[src/rtl/wb_slave_access_ctrl.sv]
// Wishbone access sequencer between the AHB bridge and the FPGA IP slaves: decodes the
// target, strobes one slave, and always completes the transfer (with a default on timeout).
module wb_slave_access_ctrl #(
  parameter int          NUM_SLV     = 3,
  parameter int          TIMEOUT_CYC = 255,
  parameter logic [31:0] DEF_RD_DAT  = 32'hFAB_DEF_AC
) (
  input  logic                    WB_CLK,
  input  logic                    WB_RST_n,
  input  logic [16:0]             WBs_ADR,
  input  logic                    WBs_CYC,
  input  logic                    WBs_STB,
  input  logic                    WBs_WE,
  output logic                    WBs_ACK,
  output logic [31:0]             WBs_RD_DAT,
  output logic [NUM_SLV-1:0]      slv_cyc_o,
  input  logic [NUM_SLV-1:0]      slv_ack_i,
  input  logic [32*NUM_SLV-1:0]   slv_rd_dat_i,
  output logic                    timeout_o,
  output logic [7:0]              err_cnt_o
);

  typedef enum logic [1:0] {ST_IDLE, ST_WAIT, ST_DONE} state_t;

  localparam logic [3:0] NUM_SLV_W = 4'(NUM_SLV);
  localparam logic [7:0] WAIT_LAST = 8'(TIMEOUT_CYC - 1);

  state_t               state_q, state_d;
  logic [7:0]           cnt_q, cnt_d;
  logic                 we_q, we_d;
  logic [NUM_SLV-1:0]   cyc_q, cyc_d;
  logic                 ack_q, ack_d;
  logic [31:0]          rd_dat_q, rd_dat_d;
  logic                 tmo_q, tmo_d;
  logic [7:0]           err_q, err_d;

  logic [2:0]           idx;
  logic                 ack_sel;
  logic [31:0]          sel_dat;
  logic                 forced;
  logic                 forced_we;

  assign idx     = WBs_ADR[16:14];
  // The registered one-hot strobe doubles as the select, so stray acks are masked off.
  assign ack_sel = |(slv_ack_i & cyc_q);

  always_comb begin
    sel_dat = '0;
    for (int i = 0; i < NUM_SLV; i++) begin
      if (cyc_q[i]) sel_dat = sel_dat | slv_rd_dat_i[32*i +: 32];
    end
  end

  // NOTE: every signal driven here gets a default first, so no path can infer a latch.
  always_comb begin
    state_d   = state_q;
    cnt_d     = cnt_q;
    we_d      = we_q;
    cyc_d     = cyc_q;
    ack_d     = 1'b0;
    rd_dat_d  = '0;
    tmo_d     = 1'b0;
    err_d     = err_q;
    forced    = 1'b0;
    forced_we = we_q;

    unique case (state_q)
      ST_IDLE: begin
        cnt_d = '0;
        if (WBs_CYC && WBs_STB) begin
          we_d = WBs_WE;
          if ({1'b0, idx} < NUM_SLV_W) begin
            state_d = ST_WAIT;
            for (int i = 0; i < NUM_SLV; i++) cyc_d[i] = (idx == 3'(i));
          end else begin
            state_d   = ST_DONE;
            forced    = 1'b1;
            forced_we = WBs_WE;
          end
        end
      end
      ST_WAIT: begin
        cnt_d = cnt_q + 8'd1;
        if (!WBs_CYC) begin
          state_d = ST_IDLE;
          cyc_d   = '0;
        end else if (ack_sel) begin
          // Ack beats a timeout landing on the same edge.
          state_d  = ST_DONE;
          cyc_d    = '0;
          ack_d    = 1'b1;
          rd_dat_d = we_q ? 32'd0 : sel_dat;
        end else if (cnt_q == WAIT_LAST) begin
          state_d = ST_DONE;
          cyc_d   = '0;
          forced  = 1'b1;
        end
      end
      ST_DONE: begin
        state_d = ST_IDLE;
      end
      default: begin
        state_d = ST_IDLE;
        cyc_d   = '0;
      end
    endcase

    if (forced) begin
      ack_d    = 1'b1;
      tmo_d    = 1'b1;
      rd_dat_d = forced_we ? 32'd0 : DEF_RD_DAT;
      if (err_q != 8'hFF) err_d = err_q + 8'd1;
    end
  end

  // NOTE: state is updated with non-blocking assignments so all registers see pre-edge values.
  always_ff @(posedge WB_CLK or negedge WB_RST_n) begin
    if (!WB_RST_n) begin
      state_q  <= ST_IDLE;
      cnt_q    <= '0;
      we_q     <= 1'b0;
      cyc_q    <= '0;
      ack_q    <= 1'b0;
      rd_dat_q <= '0;
      tmo_q    <= 1'b0;
      err_q    <= '0;
    end else begin
      state_q  <= state_d;
      cnt_q    <= cnt_d;
      we_q     <= we_d;
      cyc_q    <= cyc_d;
      ack_q    <= ack_d;
      rd_dat_q <= rd_dat_d;
      tmo_q    <= tmo_d;
      err_q    <= err_d;
    end
  end

  assign slv_cyc_o  = cyc_q;
  assign WBs_ACK    = ack_q;
  assign WBs_RD_DAT = rd_dat_q;
  assign timeout_o  = tmo_q;
  assign err_cnt_o  = err_q;

endmodule

[config.mk]
export PLATFORM = sky130hd
export DESIGN_NAME = wb_slave_access_ctrl
export DESIGN_NICKNAME = d
export VERILOG_FILES = /design/src/rtl/wb_slave_access_ctrl.sv
export SDC_FILE = /design/constraint.sdc
export NUM_CORES = 1
export LEC_CHECK = 0
export CAP_MARGIN = 20
export CORE_ASPECT_RATIO = 1.75
export CORE_MARGIN = 5
export CORE_UTILIZATION = 26
export CTS_CLUSTER_SIZE = 14
export DETAILED_ROUTE_END_ITERATION = 7
export PLACE_DENSITY = 0.63
export REMOVE_ABC_BUFFERS = 1
export SYNTH_ARGS = -nofsm -noshare
export SYNTH_HDL_FRONTEND = slang
export SYNTH_SLANG_ARGS = --single-unit
[constraint.sdc]
create_clock -name WB_CLK -period 6.8 [get_ports WB_CLK]
set_input_delay 0.68 -clock WB_CLK [delete_from_list [all_inputs] [get_ports WB_CLK]]
set_output_delay 0.68 -clock WB_CLK [all_outputs]
set_load 0.01 [all_outputs]
# Word-level counts from Yosys, hierarchy flattened
# Index checks and enable logic that the tools add are counted.
# word_totals
reg_bits	56
out_inout_bits	45
wordCells	69
# op_classes
addsub	2
magnitude_cmp	1
eq_ne	9
mux	36
n_bitwise	4
reduce_logical	9
# op_table
cell	count
$mux 32	9
$or 32x32->32	2
$add 8x1->8 const B	2
$pmux 8 s2	1
$mux 3	5
$mux 1	13
$mux 2	5
$pmux 3 s3	1
$eq 8x8->1 const B	1
$ne 8x8->1 const B	1
$reduce_and 2->1	3
$ne 2x2->1 const B	2
$ne 4x4->1 const B	1
$pmux 2 s2	1
$reduce_and 4->1	1
$and 3x3->3	1
$eq 3x1->1 const B	1
$eq 3x2->1 const B	1
$logic_not 3->1	1
$lt 3x2->1 const B	1
$reduce_or 3->1	1
$eq 2x1->1 const B	1
$eq 2x2->1 const B	1
$logic_not 2->1	1
other kinds (4)	4

# Depth between registers and ports, before layout
# Gate-level depths: netlist of the first run.
# depth
depth_word	10
depth_mapped	7

# Worst setup path after synthesis of the first run
# No wires, ideal clock.
# synth_path
kind	input-to-reg
start	in slv_ack_i[0]
end	reg err_q[7], in the netlist err_cnt_o[7]
setup_ns	0.125
arrival_time_ns	2.248
required_time_ns	6.675
setup_slack_ns	4.428
stages	4
n_path_buf	0
path_cell_list	a222oi_1 -> nand4_4 -> a211oi_1 -> mux2_2
# synth_via
elab_chain_cells	6
# synth_lines
element	line	text
start: declaration	17	input logic [NUM_SLV-1:0] slv_ack_i,
$and 3x3->3	45	assign ack_sel = |(slv_ack_i & cyc_q);
$reduce_or 3->1	45	
$mux 1	87	end else if (ack_sel) begin
$mux 1	84	if (!WBs_CYC) begin
$pmux 1 s2	67	unique case (state_q)
$reduce_and 2->1 (no line)	--	
end signal: assignment	135	err_q <= err_d;
end: declaration	35	logic [7:0] err_q, err_d;
# No other way between the ends.
# A chain may end at the register's enable or synchronous reset.

# Worst setup path after layout of the first run
# Ends and elaborated chain as after synthesis.

==> impl_metrics.py, run 1 <==
metrics = {
    "sta": {
        "setup_viol": 0,
        "fmaxAchievable_ghz": 0.370,
        "slew_headroom": 0.452,
        "hold_viol": 0,
        "rsz0062_at_grt": "no",
        "worst_pin_slew_ns": 0.820,
        "fin_setup_tns_ns": 0,
        "fin_crit_sh": 0.398,
        "finalMaxSlewViolations": 0,
        "period_needed_ns": 2.70,
        "fin_skew_ns": 0.00466,
    },
    "floorplan": {
        "die_w_um": 85.4,
        "die_area_um2": 12100,
        "die_h_um": 142,
        "ios": 166,
        "start_util": 0.265,
        "rows": 48,
        "core_um2": 9790,
    },
    "pwr": {
        "seq_power_share": 0.435,
        "cellPowerDensity_nw_per_um2": 201,
        "p_comb_frac": 0.269,
        "p_int_uw": 642,
        "leakage_uw": 0.00177,
        "switching_share": 0.269,
        "power_uw": 879,
        "clock_power_share": 0.296,
        "p_sw_uw": 237,
        "ir_drop_uv": 109,
    },
    "placed_design": {
        "detailedPlacementHpwl_um": 6410,
        "routabilityCongestion": 0.716,
        "portBuffers": 151,
    },
    "grt": {
        "antenna_found_initial": 0,
        "gr-usage-all-layers": 0.142,
        "grt_max_degree": 57,
        "grt_pass1_wl_um": 13800,
        "grt_pass1_vias": 2825,
        "overflow": 0,
    },
    "routing": {
        "drt_iter0_markers": 177,
        "drt-total-wl_um": 8730,
        "ant_nets": 0,
        "vias_per_cell": 5.16,
        "drtPass1Iterations": 5,
        "drc": 0,
        "num_vias": 2582,
        "wl_per_cell_um": 17.5,
    },
    "yosys": {
        "seq_area_frac_synth": 0.541,
        "synthFlopType": "dfrtp_1",
        "avgSynthCellArea_um2": 11.2,
        "async_flop_share": 1.00,
        "ys_types": 37,
        "syn_area_um2": 2590,
        "yosysWarningCount": 0,
        "synth_cells": 231,
        "synth_edf_count": 0,
        "ys_ff_latch": 56,
    },
    "critical_path": {
        "critPathBufInv": 1,
        "critPathMaxStageDelay_ns": 0.74,
        "crit_required_ns": 6.98,
        "cp.arrival_ns": 2.88,
        "critPathSlowestCell": "a222oi_1",
        "cp-start-kind": "input port",
        "worstSetupEndpointType": "register",
        "critPathMaxFanout": 10,
        "crit_type": "input port to register",
        "path_delay_family": "compound AO/OA/AOI/OAI gates",
        "crit_chain": "clkdlybuf4s50_1 > a222oi_1 > nand4_4 > a211oi_1 > mux2_2",
    },
    "clock_network": {
        "clkSlewWorstSetupHoldPaths_ns": 0.07,
        "cts_tree": "yes",
        "cts_made_buffers": 5,
        "cts_sinks": 56,
        "post_cts_buffers": 0,
        "clock-root-buffer": "clkbuf_16",
        "clockBufferDepth": 2,
        "cts_max_level": 2,
        "clk_latency_ns": 0.29,
        "cts.repair.resized": 0,
        "hold_buffers": 0,
    },
    "final_layout": {
        "fin_nets": 498,
        "layout_common_cells": "150 x clkdlybuf4s50_1, 56 x dfrtp_1, 33 x a222oi_1",
        "final_common_cell": "clkdlybuf4s50_1",
        "antenna_cells": 0,
        "final_util": 0.447,
        "n_fill_cell": 923,
        "syn_to_final_growth_pct": 68.8,
        "layout-drive-gt1-share": 0.0533,
    },
    "run": {
        "drv_cap": 0,
    },
    "min_path": {
        "hp-class": "register to register",
    },
    "run_status": {
        "outcome": "complete, no violations",
    },
}
cells in the mapped netlist, types with 2 or more instances:
cell type / count / area share
a211oi_1: 5 / 0.014
nand2_1: 14 / 0.020
o21ai_0: 30 / 0.058
or3_1: 2 / 0.0048
dfrtp_1: 56 / 0.54
and3_1: 2 / 0.0048
nor3b_1: 2 / 0.0058
o211ai_1: 2 / 0.0058
mux2_2: 6 / 0.026
nor3_1: 2 / 0.0039
o31ai_1: 2 / 0.0058
a222oi_1: 33 / 0.13
inv_1: 4 / 0.0058
clkbuf_1: 18 / 0.026
ha_1: 3 / 0.014
and2_1: 2 / 0.0048
nand4_1: 2 / 0.0048
a21o_1: 2 / 0.0058
nand3_1: 7 / 0.014
xor2_1: 6 / 0.020
xnor2_1: 2 / 0.0068
nor2_1: 14 / 0.020
path summary, 6_finish.rpt:
check,start,endpoint,slack (ns),depth (start not counted)
worst max-delay path,slv_ack_i[0],err_cnt_o[7]$_DFFE_PN0P_,4.10,5
worst min-delay path,cnt_q[7]$_DFFE_PN0P_,cnt_q[7]$_DFFE_PN0P_,0.48,1
worst max register to register,slv_cyc_o[0]$_DFFE_PN0P_,err_cnt_o[7]$_DFFE_PN0P_,4.24,5
worst min register to register,cnt_q[7]$_DFFE_PN0P_,cnt_q[7]$_DFFE_PN0P_,0.48,1
max in group asynchronous,WB_RST_n,WBs_RD_DAT[29]$_DFF_PN0_,5.78,2
min in group asynchronous,WB_RST_n,slv_cyc_o[1]$_DFFE_PN0P_,0.52,2
power groups by stage:
stage | sequential [uW] | clock (uW) | combinational [uW]
final | 382 | 260 | 236
after global routing | 387 | 278 | 258
after CTS | 382 | 269 | 240
after detailed placement | 389 | 0 | 239
after global placement | 387 | 0 | 235
after floorplan | 411 | 0 | 68.4
logic make-up after synthesis:
logic type	count (synthesis)	synth area share
AO/OA/AOI/OAI	81	0.246
XOR/XNOR	8	0.0271
adder cells (fa/ha/maj)	3	0.0145
buffers and inverters	24	0.0382
flip-flops	56	0.541
multiplexers	6	0.0261
AND/OR/NAND/NOR	53	0.107
state kept, by name (all words and copies together), names as in the netlist:
register,flops
timeout_o,1
cnt_q,8
state_q,2
we_q,1
WBs_RD_DAT,32
WBs_ACK,1
slv_cyc_o,3
err_cnt_o,8
per-layer routing:
metal / vias up / part of all wire / wire (um) / track usage
li1: 1196 / - / - / -
met1: 1267 / 0.35 / 3080 / 0.147
met2: 109 / 0.56 / 4890 / 0.277
met3: 10 / 0.073 / 636 / 0.0371
met4: 0 / 0.014 / 122 / 0.0367
met5: - / 0 / 0 / 0
stage by stage:
stage          hold slack (ns)  cells  instance area, um2  setup WS [ns]
2_1_floorplan            0.384    211                2510           4.32
3_3_place_gp             0.466    491                4200           3.67
3_5_place_dp             0.479    491                4200           3.60
4_1_cts                  0.486    499                4350           3.91
5_1_grt                  0.524    500                4370           3.88
6_report                 0.482    500                4370           4.10
cell type report:
| cell class | count | area [um2] | area share |
|---|---|---|---|
| flip-flops and latches | 56 | 1400 | 0.320 |
| inverters | 4 | 15.0 | 0.00343 |
| well taps | 125 | 156 | 0.0358 |
| clock buffers | 8 | 146 | 0.0335 |
| multi-input cells | 151 | 1090 | 0.249 |
| repair buffers | 156 | 1560 | 0.358 |
Note: power is estimated with default switching activity, not from simulation.
==> run 2: changes to the inputs <==
- clock period: 6.8 -> 2.5 ns (I/O delays scaled with it)
==> impl_metrics.py, run 2 (synthesis gave the netlist of run 1 again) <==
metrics = {
    "floorplan": {
        "ios": 166,
        "die_h_um": 142,
        "die_area_um2": 12100,
        "rows": 48,
        "core_um2": 9790,
        "start_util": 0.265,
        "die_w_um": 85.4,
    },
    "clock_network": {
        "cts_tree": "yes",
        "cts_made_buffers": 5,
        "clk_latency_ns": 0.30,
        "clockBufferDepth": 2,
        "cts_max_level": 2,
        "post_cts_buffers": 0,
        "cts_sinks": 56,
        "hold_buffers": 1,
        "cts.repair.resized": 0,
        "clock-root-buffer": "clkbuf_16",
        "clkSlewWorstSetupHoldPaths_ns": 0.07,
    },
    "placed_design": {
        "post-place-ws_ns": 0.170,
        "detailedPlacementHpwl_um": 6580,
        "portBuffers": 151,
        "routabilityCongestion": 0.768,
    },
    "sta": {
        "fmaxAchievable_ghz": 0.476,
        "setup_slack_ns": 0.400,
        "slew_headroom": 0.483,
        "rsz0062_at_grt": "no",
        "setup_viol": 0,
        "period_needed_ns": 2.10,
        "fin_setup_tns_ns": 0,
        "fin_skew_ns": 0.0112,
        "hold_viol": 0,
        "finalMaxSlewViolations": 0,
        "fin_crit_sh": 0.840,
        "worst_pin_slew_ns": 0.774,
    },
    "grt": {
        "antenna_found_initial": 0,
        "gr-usage-all-layers": 0.141,
        "grt_max_degree": 35,
        "grt_pass1_wl_um": 13600,
        "overflow": 0,
        "grt_pass1_vias": 2713,
    },
    "routing": {
        "drc": 0,
        "ant_nets": 0,
        "wl_per_cell_um": 17.2,
        "drt-total-wl_um": 8680,
        "wl_met1_um": 3110,
        "met2_length_um": 4820,
        "dr_wl_met3_um": 649,
        "vias_per_cell": 5.04,
        "num_vias": 2541,
        "topRoutingLayerUsed": "met4",
        "drt_iter0_markers": 177,
        "drtPass1Iterations": 6,
    },
    "final_layout": {
        "antenna_cells": 0,
        "largest_register_ffs": 32,
        "layout-drive-gt1-share": 0.0660,
        "syn_to_final_growth_pct": 70.2,
        "fin_nets": 503,
        "final_common_cell": "clkdlybuf4s50_1",
        "layout_common_cells": "150 x clkdlybuf4s50_1, 56 x dfrtp_1, 33 x a222oi_1",
        "n_fill_cell": 945,
    },
    "critical_path": {
        "cp-start-kind": "register",
        "crit_type": "register to register",
        "cp.arrival_ns": 2.23,
        "critPathMaxFanout": 23,
        "crit_required_ns": 2.63,
        "reg2regPathDepth": 6,
        "worstSetupEndpointType": "register",
        "rrSetupSlack_ns": 0.40,
        "regToRegStartpoint": "cnt_q[0]$_DFFE_PN0P_",
        "worstReg2RegEnd": "WBs_RD_DAT[18]$_DFF_PN0_",
    },
    "run_status": {
        "outcome": "complete, no violations",
    },
    "min_path": {
        "hp-class": "input port to async pin",
    },
    "pwr": {
        "cellPowerDensity_nw_per_um2": 537,
        "ir_drop_uv": 325,
        "leakage_uw": 0.00178,
    },
    "run": {
        "drv_cap": 0,
    },
}
run 2: area by class of cell:
| cell class | instances | area (um2) | area share |
|---|---|---|---|
| repair buffers | 161 | 1610 | 0.365 |
| flip-flops and latches | 56 | 1400 | 0.318 |
| multi-input cells | 151 | 1090 | 0.247 |
| well taps | 125 | 156 | 0.0355 |
| clock buffers | 5 | 125 | 0.0284 |
| inverters | 4 | 15.0 | 0.00341 |
| clock inverters | 2 | 12.5 | 0.00284 |
run 2: how the worst max path moves through the flow:
stage | cells after the start | startpoint | endpoint
floorplan | 4 | slv_cyc_o[0]$_DFFE_PN0P_ | err_cnt_o[7]$_DFFE_PN0P_
global placement | 5 | WBs_ADR[14] | WBs_RD_DAT[3]$_DFF_PN0_
detailed placement | 5 | WBs_ADR[14] | WBs_RD_DAT[18]$_DFF_PN0_
CTS | 6 | cnt_q[0]$_DFFE_PN0P_ | WBs_RD_DAT[18]$_DFF_PN0_
global route | 6 | cnt_q[0]$_DFFE_PN0P_ | WBs_RD_DAT[18]$_DFF_PN0_
finish | 6 | cnt_q[0]$_DFFE_PN0P_ | WBs_RD_DAT[18]$_DFF_PN0_
run 2: layer usage:
layer	GRT usage	vias up
li1	-	1206
met1	0.140	1222
met2	0.278	107
met3	0.0417	6
met4	0.0325	0
met5	0	-
run 2: power breakdown:
part,switching (uW),internal [uW]
Combinational,266,382
Clock,315,365
Sequential,70.4,971
run 2: worst max-delay path, stage by stage (launching register included):
cell and delay, ns:
dfrtp_1 0.43, inv_1 0.07, ha_1 0.20, and4_1 0.23, nand2_1 0.13, o32a_1 0.66
o21ai_0 0.22
run 2: through the flow:
stage / hold WS, ns / cell area [um2] / util / std cells / total power [uW]
after floorplan: -0.0456 / 2510 / - / 211 / 1300
after global placement: 0.267 / 4260 / 0.435 / 496 / 1700
after detailed placement: 0.281 / 4260 / 0.435 / 496 / 1720
after CTS: 0.492 / 4410 / 0.450 / 504 / 2410
after global routing: 0.511 / 4410 / 0.450 / 504 / 2490
final: 0.488 / 4410 / 0.450 / 504 / 2370
==> patch 1, RTL diff (config.mk and constraints of run 2) <==
The 3 states of `state_t` get a one-hot encoding in 3 bits.
--- a/src/rtl/wb_slave_access_ctrl.sv
+++ b/src/rtl/wb_slave_access_ctrl.sv
@@ -21,5 +21,5 @@
 );
 
-  typedef enum logic [1:0] {ST_IDLE, ST_WAIT, ST_DONE} state_t;
+  typedef enum logic [2:0] {ST_IDLE = 3'b001, ST_WAIT = 3'b010, ST_DONE = 3'b100} state_t;
 
   localparam logic [3:0] NUM_SLV_W = 4'(NUM_SLV);
Behaviour: no difference found for any inputs over 10 cycles, from zero or initial values and one cycle with WB_RST_n low; not proved beyond that.
==> patch 1 against run 2 <==
Routed wire length grew 2.9%; via count grew 5.8%; core utilization grew 1.3 points; die area grew 2.1%; power grew 20%; worst setup slack lost 0.22 ns; cell count grew 2.4%; largest cell class unchanged; synthesized cell count grew 2.2%; final area grew 4.2%; maximum frequency shrank 9.3%; sequential cell count grew 1; area after synthesis grew 2.3%; global-route usage grew 0.62 points.
==> patch 1: results (changes against run 2) <==
- The run finished with clean final reports.
* Leak pwr: 1.870 nW (+4.8%)
- Cell area after placement: 4299 sq um (+0.88%)
* Post-synthesis adder-cell area fraction: 0.01417 (-0.0003218)
- The post-synthesis xor/xnor area fraction came to 0.01984 (-0.007214).
- The post-synthesis compound-gate area fraction was 0.2452 (-0.001219).
* Clk pin slew, worst setup/hold paths: 0.05 ns (-0.02 ns)
* Cell with the largest stage delay on the worst path: sky130_fd_sc_hd__dfstp_2
- The wire length per cell after detailed routing is 17.31 um (+0.55%).
* Nets@finish: 510 (+1.4%)
- The largest stage delay on the critical path is 0.64 ns (-0.02 ns).
* Combined global-route utilization of all metal layers: 0.1468 (+0.006202)
- The clock buffer count from CTS came to 9 (+4).
* Wire length of the first global-routing pass: 13.94 mm (+2.3%)
- The worst register-to-register path ends at WBs_RD_DAT[19].
- Critical register-to-register path startpoint: state_q[0]
- The clock latency on the worst-skew pair was 0.32 ns (+0.02 ns).
- Cell depth of the worst flop-to-flop path: 4 (-2)
- Worst setup timing slack at the placement stage: 0.1458 ns (-0.02385 ns)
- The total length of routed wires is 8.930 mm (+2.9%).
- Grouping stages by cell kind, the critical path spends the most delay in simple AND/OR/NAND/NOR gates.
- The iteration-0 DRC count of the detailed router is 194 (+9.6%).
- The layout cell share with drive strength beyond 1 was 0.08951 (+0.02355).
* Fin Clk Skew: 0.004179 ns (-0.007062 ns)
- H-tree level count: 3 (+1)
* Synthesized instance count: 236 (+2.2%)
* Post-synthesis sequential area ratio: 0.5390 (-0.002093)
* Number of fill cells in the layout: 957 (+1.3%)
- List of most frequent post-synthesis cells: sky130_fd_sc_hd__dfrtp_1 (56), sky130_fd_sc_hd__a222oi_1 (33), sky130_fd_sc_hd__o21ai_0 (28)
- Final global-route overflow total: 0 (unchanged)
* Headroom to the max-slew limit: 0.5372 (+0.05410)
- Netlist cell types: 35 (-5.4%)
- The flop-to-flop setup slack is 0.18 ns (-0.22 ns).
* First-pass DRT Iterations: 5 (-1)
- The last weighted congestion value of the routability-driven placer came to 0.7685 (about the same).
- The number of flip-flops under the largest register name is 32 (unchanged).
* Startpoint types: flop
- The fraction of synthesized area in multiplexers came to 0.03732 (+0.01123).
- The estimated wirelength of the detail-placed design was 6.706 mm (+1.9%).
* Number of buffers inserted to repair setup after CTS: 0 (unchanged)
* Cell count after placement: 499 (+0.60%)
- The worst vdd rail ir drop came to 0.0003189 V (-1.9%).
- Via count of the first global-routing pass: 2,898 (+6.8%)
- Yosys attributes the largest share of cell area to sky130_fd_sc_hd__dfrtp_1 (53%), sky130_fd_sc_hd__a222oi_1 (12%), sky130_fd_sc_hd__o21ai_0 (5.3%).
* Worst hold path type: flop to flop
* Clock period minus final worst setup slack: 2.316 ns (+0.2164 ns)
- Vias: 2,688 (+5.8%)
## patch 1: changes by cell type after synthesis, sizes merged, moves of 3 or more
cell	before	now
a21oi	1	7
nor4b	0	3
clkbuf	18	15
nand2	14	11
buf	2	7
or3b	0	3
## patch 1: layout make-up
type,count,share of cell area
Timing Repair Buffer,161,0.3475
Sequential cell,57,0.3107
Multi-Input combinational cell,154,0.2432
Clock buffer,13,0.05882
Tap cell,125,0.03404
Clock inverter,3,0.003268
Inverter,3,0.002451
## patch 1: cell families (layout without fill, tap and decap cells)
family / Yosys count / count (layout)
xor gates and xnor gates: 6 / 6
AOI/OAI and AO/OA: 84 / 84
buffers and inverters: 25 / 180
and+or+nand+nor: 52 / 52
muxes: 9 / 9
adders and majority gates: 3 / 3
DFF: 57 / 57
## patch 1: metal layers
| metal | GRT usage | part of all wire | up-vias |
|---|---|---|---|
| li1 | - | - | 1235 |
| met1 | 0.1378 | 0.34 | 1298 |
| met2 | 0.2619 | 0.53 | 134 |
| met3 | 0.06081 | 0.094 | 21 |
| met4 | 0.08703 | 0.037 | 0 |
| met5 | 0 | 0 | - |
## patch 1: power breakdown
part | switching [mW] | internal, mW
clock | 0.398 | 0.745
sequential | 0.0813 | 0.993
combinational | 0.253 | 0.377
## patch 1: worst min path at each step
stage / endpoint / slack, ns / depth (start not counted)
floorplan: WBs_ACK / -0.05 / 0
global placement: WBs_RD_DAT[23] / 0.33 / 1
detailed placement: WBs_RD_DAT[23] / 0.33 / 1
CTS: cnt_q[7] / 0.49 / 1
global route: cnt_q[7] / 0.51 / 1
finish: cnt_q[7] / 0.50 / 1
==> patch 2, RTL diff (flow settings as in run 2) <==
Without the edit above. `TIMEOUT_CYC`: 255 -> 127.
--- a/src/rtl/wb_slave_access_ctrl.sv
+++ b/src/rtl/wb_slave_access_ctrl.sv
@@ -3,5 +3,5 @@
 module wb_slave_access_ctrl #(
   parameter int          NUM_SLV     = 3,
-  parameter int          TIMEOUT_CYC = 255,
+  parameter int          TIMEOUT_CYC = 127,
   parameter logic [31:0] DEF_RD_DAT  = 32'hFAB_DEF_AC
 ) (
Formal check against the unedited RTL: same outputs for any inputs over 10 cycles, from zero or initial values and one cycle with WB_RST_n low; that may be too few to reach the edited logic, so the function may still have changed.
==> patch 2 against run 2 <==
Clock power up 7.5%; critical endpoint is now WBs_RD_DAT[11]; sequential share of layout area about the same; largest cell class unchanged; area after synthesis up 1.3%; routed wire length up 0.39%; worst setup slack worse by 0.076 ns; power up 2.9%; final area up 0.11%; critical path type unchanged; sequential cell count unchanged.
==> patch 2: results (changes against run 2) <==
- The post-layout utilization of the core is 0.4482 (-0.002238).
- Routability Congestion: 0.7618 (-0.83%)
- The number of global-route vias before repair was 2,748 (+1.3%).
- Cell area after placement: 4252 sq um (-0.23%)
- Cell types occupying the most area after synthesis: sky130_fd_sc_hd__dfrtp_1 (53%), sky130_fd_sc_hd__a222oi_1 (13%), sky130_fd_sc_hd__o21ai_0 (5.2%)
- Total of clock buffers placed in the layout: 6 (+1)
- The post-synthesis compound-gate area fraction came to 0.2361 (-0.01033).
- Count of multi-input combinational gates: 153 (+1.3%)
* DR WL met2: 4.853 mm (+0.60%)
* Worst IR drop on VDD: 0.0003805 V (+17%)
- Met1 layer usage reported by global route: 0.1493 (+0.008969)
- The met3 usage in global routing came to 0.04388 (+0.002165).
- Violation count after the first detailed-route iteration: 237 (+34%)
- The slowest stage of the critical path is the sky130_fd_sc_hd__dfrtp_1 cell.
- HPWL after detailed placement: 6.753 mm (+2.6%)
- Nets@finish: 502 (-0.20%)
- Mux contribution to synthesized area: 0.04673 (+0.02065)
- Post-Route WL: 8.709 mm (+0.39%)
- The number of cells upsized or downsized after cts was 0 (unchanged).
* Clock share of power: 0.300 (+0.013)
- Sorting the synthesized cells by how often they occur yields sky130_fd_sc_hd__dfrtp_1 (56), sky130_fd_sc_hd__a222oi_1 (33), sky130_fd_sc_hd__o21ai_0 (27).
- Fin Clk Skew: 0.003773 ns (-0.007469 ns)
- The sequential element share of the synthesized area is 0.5341 (-0.006966).
- Layout buffering overhead excluding clock cells: 0.3588 (-0.006081)
- The area taken by multi-input logic gates was 1116 sq um (+2.4%).
- Metal-1 WL: 2.931 mm (-5.8%)
- Synthesized instance count: 233 (+0.87%)
- The global-route met2 utilization came to 0.2651 (-0.01272).
- The flow ran to the end, and the final reports show no timing, DRC or antenna violations.
- The number of signal-net inverters in the final layout was 1 (-3).
* Seq area share: 0.3175 (-0.0003600)
* Worst setup timing slack at the placement stage: 0.2102 ns (+0.04060 ns)
* Post-synthesis share of cell area spent on xor and xnor gates: 0.01669 (-0.01036)
- The vias after detailed routing came to 2,574 (+1.3%).
- The register bit count reported by yosys was 56 (unchanged).
- The wire length on met3 is 759 um (+17%).
- ClkCell Share: 0.03458 (+0.003366)
- H-tree level count: 2 (unchanged)
* Netlist cell types: 35 (-5.4%)
- Share of layout cells above drive strength 1: 0.07916 (+0.01319)
* Power per Cell Area: 551.9 nW/um^2 (+2.7%)
- Post-synthesis adder-cell area fraction: 0.01431 (-0.0001866)
- Wire length of the first global-routing pass: 13.68 mm (+0.40%)
* Pin count of the biggest net entering global routing: 35 (unchanged)
- Headroom to the max-slew limit: 0.5348 (+0.05164)
* Number of fill cells in the layout: 950 (+0.53%)
- The total global-route track usage came to 0.1424 (+0.001816).
==> patch 2: cell count changes in the layout (fill, tap and decap cells not counted), sizes merged, moves of 2 or more <==
| cell | delta |
|---|---|
| a211oi | -3 |
| xnor2 | -2 |
| nand3 | +2 |
| nor3b | -2 |
| mux2 | +4 |
| a22o | +4 |
| o31ai | -2 |
| a21oi | +3 |
| o21ai | -3 |
| nand2 | -3 |
| inv | -2 |
| nor4bb | +2 |
==> patch 2: path summary, 6_finish.rpt <==
path	cells past startpoint	slack (ns)	from	end
min in group WB_CLK	1	0.51	cnt_q[6]	cnt_q[6]
max reg2reg	5	0.32	state_q[1]	WBs_RD_DAT[11]
min	2	0.48	WB_RST_n	cnt_q[3]
min reg2reg	1	0.51	cnt_q[6]	cnt_q[6]
max	5	0.32	state_q[1]	WBs_RD_DAT[11]
max in group asynchronous	3	1.36	WB_RST_n	err_cnt_o[7]
